<file path="config.mk">
export PLATFORM = sky130hd
export DESIGN_NAME = led_data_sel
export DESIGN_NICKNAME = d
export VERILOG_FILES = /design/src/rtl/led_data_sel.sv
export SDC_FILE = /design/constraint.sdc
export NUM_CORES = 1
export LEC_CHECK = 0
export ABC_AREA = 0
export ABC_CLOCK_PERIOD_IN_PS = 6850
export CAP_MARGIN = 20
export CORE_MARGIN = 1.5
export CORE_UTILIZATION = 51
export DETAILED_ROUTE_END_ITERATION = 16
export GPL_TIMING_DRIVEN = 0
export HOLD_SLACK_MARGIN = 0.05
export PLACE_DENSITY = 0.76
export SLEW_MARGIN = 20
export SYNTH_ARGS = -nofsm -noshare
export SYNTH_HDL_FRONTEND = slang
export SYNTH_SLANG_ARGS = --single-unit
</file>
<file path="constraint.sdc">
create_clock -name clk -period 6.85 [get_ports clk]
set_input_delay 1.37 -clock clk [delete_from_list [all_inputs] [get_ports clk]]
set_output_delay 1.37 -clock clk [all_outputs]
set_load 0.02 [all_outputs]
</file>
<file path="src/rtl/led_data_sel.sv">
// rtl/led_data_sel.sv - statistics counters, syscall latch, debounced mode select and Leddata mux
// Mode advances on each debounced button press; Leddata is the registered view of the selected source.
module led_data_sel #(
  parameter int DEBOUNCE_CYCLES = 1_000_000
) (
  input  logic        clk,
  input  logic        rst,
  input  logic        cyc_en,
  input  logic        halt,
  input  logic        is_jump,
  input  logic        is_branch,
  input  logic        branch_taken,
  input  logic        syscall_show,
  input  logic [31:0] a0_val,
  input  logic [31:0] pc,
  input  logic        btn_mode,
  output logic [31:0] Leddata,
  output logic [2:0]  mode
);

  localparam int DB_W = (DEBOUNCE_CYCLES > 2) ? $clog2(DEBOUNCE_CYCLES) : 1;
  localparam logic [DB_W-1:0] DB_LAST = DB_W'(DEBOUNCE_CYCLES - 1);

  typedef enum logic [2:0] {
    S_SYS = 3'd0,
    S_CYC = 3'd1,
    S_JMP = 3'd2,
    S_BR  = 3'd3,
    S_TKN = 3'd4,
    S_PC  = 3'd5
  } state_t;

  state_t            state;
  logic [31:0]       cyc_cnt;
  logic [31:0]       jmp_cnt;
  logic [31:0]       br_cnt;
  logic [31:0]       tkn_cnt;
  logic [31:0]       sys_reg;
  logic              btn_s1;
  logic              btn_s2;
  logic              deb_level;
  logic [DB_W-1:0]   deb_cnt;
  logic              cnt_en;
  logic              deb_flip;
  logic              deb_rise;

  always_comb begin
    cnt_en   = cyc_en & ~halt;
    deb_flip = (btn_s2 != deb_level) && (deb_cnt == DB_LAST);
    deb_rise = deb_flip & ~deb_level;
  end

  // Counters add 0 or 1 every cycle so the register is always rewritten from its current value.
  always_ff @(posedge clk or posedge rst) begin
    if (rst) begin
      cyc_cnt <= '0;
      jmp_cnt <= '0;
      br_cnt  <= '0;
      tkn_cnt <= '0;
    end else begin
      cyc_cnt <= cyc_cnt + 32'(cnt_en);
      jmp_cnt <= jmp_cnt + 32'(cnt_en & is_jump);
      br_cnt  <= br_cnt  + 32'(cnt_en & is_branch);
      tkn_cnt <= tkn_cnt + 32'(cnt_en & is_branch & branch_taken);
    end
  end

  // The display syscall must still be visible once the CPU has halted.
  always_ff @(posedge clk or posedge rst) begin
    if (rst) begin
      sys_reg <= '0;
    end else if (cyc_en && syscall_show) begin
      sys_reg <= a0_val;
    end
  end

  always_ff @(posedge clk or posedge rst) begin
    if (rst) begin
      btn_s1    <= 1'b0;
      btn_s2    <= 1'b0;
      deb_level <= 1'b0;
      deb_cnt   <= '0;
    end else begin
      btn_s1 <= btn_mode;
      btn_s2 <= btn_s1;
      if (btn_s2 == deb_level) begin
        deb_cnt <= '0;
      end else if (deb_flip) begin
        deb_cnt   <= '0;
        deb_level <= ~deb_level;
      end else begin
        deb_cnt <= deb_cnt + 1'b1;
      end
    end
  end

  always_ff @(posedge clk or posedge rst) begin
    if (rst) begin
      state <= S_SYS;
    end else begin
      case (state)
        S_SYS:   if (deb_rise) state <= S_CYC;
        S_CYC:   if (deb_rise) state <= S_JMP;
        S_JMP:   if (deb_rise) state <= S_BR;
        S_BR:    if (deb_rise) state <= S_TKN;
        S_TKN:   if (deb_rise) state <= S_PC;
        S_PC:    if (deb_rise) state <= S_SYS;
        default: state <= S_SYS;
      endcase
    end
  end

  always_ff @(posedge clk or posedge rst) begin
    if (rst) begin
      Leddata <= '0;
    end else begin
      case (state)
        S_SYS:   Leddata <= sys_reg;
        S_CYC:   Leddata <= cyc_cnt;
        S_JMP:   Leddata <= jmp_cnt;
        S_BR:    Leddata <= br_cnt;
        S_TKN:   Leddata <= tkn_cnt;
        S_PC:    Leddata <= pc;
        default: Leddata <= '0;
      endcase
    end
  end

  assign mode = state;

endmodule
</file>
==> out/qor.yml, run 1 <==
status: "finished, final reports clean"
cts_tree: "built"
relSlewSlack_pct: 24.9
max_stage_delay_ns: 0.95
irDropWorstVdd_mv: 0.172
critPathArrivalTime_ns: 4.28
vias_per_cell: 6.04
final_nets: 1099
total_power_mw: 3.15
syn_area_mm2: 0.0100
portBuffers: 107
path_buf_inv: 2
drtIter0Drc: 879
areaGrowthSynthToFinish_pct: 23.6
routed_wl_mm: 26.8
worstSetupStartpointType: "input pin"
start_util_pct: 51.7
first_pass_iters: 6
finalCritPeriodShare_pct: 56.2
cts_sinks: 218
die_width_um: 143
syn_inst: 878
drive_gt1_share_pct: 9.88
yosysWarnings: 0
final_cell_mix: "218 x dfrtp_1, 107 x clkdlybuf4s50_1, 97 x a22oi_1"
grt_pass1_vias: 7573
worst_slack_ns: 3.00
period_needed_ns: 3.85
postCtsHoldBufs: 0
cts_buffer_depth: 3
final_hold_viol_count: 0
crit_type: "in2reg"
final_common_cell: "dfrtp_1"
holdCritPathClass: "reg2reg"
grt_max_degree: 36
die_y_um: 143
fp-row-count: 51
insertion_delay_ns: 0.52
synth_edf_count: 0
reg2reg_setup_slack_ns: 4.30
r2r_cells: 5
r2r-start: "mode[0]"
grt_usage_pct: 26.9
htree_levels: 1
ant_nets: 0
hpwl_mm: 19.3
postSynthNetCount: 960
worstHoldStart: "btn_s1"
gp_congestion: 0.960
crit_path_frequent_cell: "ha_1"
drc_errors: 0
die_area_mm2: 0.0205
crit_path_cell_trace: "clkdlybuf4s50_1 > nor2b_1 > and2_1 > ha_1 > ha_1 > inv_1 > nor4_1 > and3_1 > xor2_1"
cts.repair.resized: 0
gr-total-overflow: 0
synth_cell_types: 46
ys_async_sr_fraction_pct: 100
slew_violations: 0
via_count: 7840
cts_buffers: 24
cts_root_buf: "clkbuf_16"
clk_pin_slew_ns: 0.06
ys.flop_type: "dfrtp_1"
final-setup-viol-count: 0
cp_top_family: "simple AND/OR/NAND/NOR gates"
rsz0062_at_grt: "no"
leakage_nw: 5.34
worstPathRequired_ns: 7.28
postSynthAreaPerCell_um2: 11.4
yosysSeqAreaShare_pct: 54.6
coreArea_mm2: 0.0193
end_kind: "register"
max_freq_mhz: 260
post_cts_buffers: 0
final_util_pct: 63.9
drt-wirelength-per-cell_um: 20.6
antenna_cells: 0
antenna_found_initial: 0
min_to: "btn_s2"
worstReg2RegEnd: "Leddata[15]"
pre_cts_ws_ns: 2.54
min_delay_path_depth: 0
setup_tns_ns: 0
skew_ns: 0.0182
max_cap_viol_count: 0
crit_path_max_fanout: 5
ys_ff_latch: 218
p_per_area_mw_per_mm2: 255
worstMarginPinSlew_ns: 1.12
grt_pass1_wl_mm: 41.8
pin_count: 108
slowest_stage: "nor4_1"
-- cell type report --
| type | count | area [um2] |
|---|---|---|
| fillers | 1516 | 6970 |
| inverters | 16 | 63.8 |
| plain buffers | 29 | 118 |
| repair buffers | 113 | 1190 |
| multi-input cells | 615 | 4370 |
| clock buffers | 37 | 761 |
| flip-flops and latches | 218 | 5460 |
| clock inverters | 4 | 70.1 |
| well taps | 265 | 332 |
-- how the worst max path moves through the flow --
stage | start | endpoint | slack, ns | depth (start not counted)
floorplan | rst | Leddata[0] | 2.64 | 1
detailed placement | cyc_en | br_cnt[30] | 2.54 | 9
CTS | cyc_en | br_cnt[18] | 3.06 | 9
global placement | rst | Leddata[26] | 1.04 | 2
global route | cyc_en | br_cnt[18] | 2.85 | 9
finish | cyc_en | br_cnt[18] | 3.00 | 9
-- Yosys cell counts, types with 2 or more instances --
cell | n | area share (%)
a21oi_1 | 4 | 0.20
a22oi_1 | 97 | 7.3
and2_1 | 6 | 0.38
and3_1 | 26 | 1.6
and4_1 | 15 | 1.3
buf_1 | 3 | 0.11
clkbuf_1 | 24 | 0.90
dfrtp_1 | 218 | 55
ha_1 | 9 | 1.1
inv_1 | 16 | 0.60
mux2_2 | 32 | 3.6
nand2_1 | 45 | 1.7
nand2b_1 | 4 | 0.25
nand3_1 | 79 | 4.0
nand4_1 | 39 | 2.4
nand4_2 | 3 | 0.38
nand4b_1 | 2 | 0.18
nor2_1 | 46 | 1.7
nor2b_1 | 3 | 0.19
nor3_1 | 19 | 0.95
nor3_2 | 4 | 0.40
nor3b_1 | 2 | 0.15
nor4_1 | 14 | 0.88
nor4_2 | 2 | 0.25
nor4_4 | 3 | 0.64
o21ai_0 | 2 | 0.10
o31ai_1 | 3 | 0.23
or2_2 | 3 | 0.19
or3_1 | 2 | 0.13
or4_1 | 3 | 0.23
or4_4 | 2 | 0.23
xnor2_1 | 87 | 7.6
xor2_1 | 48 | 4.2
-- worst reg2reg max path, stage by stage (launching register included) --
cell and delay (ns):
dfrtp_1 0.47, inv_1 0.11, nor3_1 0.69, clkbuf_1 0.69, a22oi_1 0.33, nand3_1 0.19
-- report_power, final --
| part | leakage, nW | switching, mW | internal (mW) |
|---|---|---|---|
| registers | 2.85 | 0.105 | 1.40 |
| clock network | 0.412 | 0.497 | 0.832 |
| logic | 2.08 | 0.148 | 0.164 |
-- kinds of logic after synthesis --
logic type                 after synthesis  synth area share [%]
xor gates and xnor gates               135                  11.8
and+or+nand+nor                        328                  18.8
adders and majority gates                9                  1.13
buffers and inverters                   45                  1.78
DFF                                    218                  54.6
AOI/OAI and AO/OA                      110                  8.16
muxes                                   33                  3.70
-- per-stage QoR --
stage,instance area [um2],std cells,hold WS (ns)
3_5_place_dp,11500,1256,0.346
4_1_cts,12400,1297,0.367
6_report,12400,1297,0.363
5_1_grt,12400,1297,0.369
2_1_floorplan,10000,878,0.331
3_3_place_gp,11400,1250,0.338
-- per-layer routing --
layer | up-vias | GRT usage (%) | routed length [um]
li1 | 3499 | - | -
met1 | 3936 | 37.9 | 11300
met2 | 344 | 42.6 | 12600
met3 | 61 | 3.96 | 1940
met4 | 0 | 9.06 | 921
met5 | - | 0 | 0
No activity file was read; power rests on OpenSTA's default activity.
==> run 2, diff against run 1 <==
Settings changed: ABC_CLOCK_PERIOD_IN_PS 6850 to 3300.
Clock period 6.85 ns to 3.3 ns, I/O delays scaled along.
==> results of run 2 <==
Same layout as run 1 (identical final DEF). Status: finished, final reports clean.
Among the figures that moved: setup slack after placement 2.54 ns -> -0.302 ns; setup slack after layout 3.00 ns -> 0.160 ns; register-to-register setup slack 4.30 ns -> 0.75 ns; total power 3.15 mW -> 6.53 mW; worst IR drop on VDD 0.172 mV -> 0.357 mV
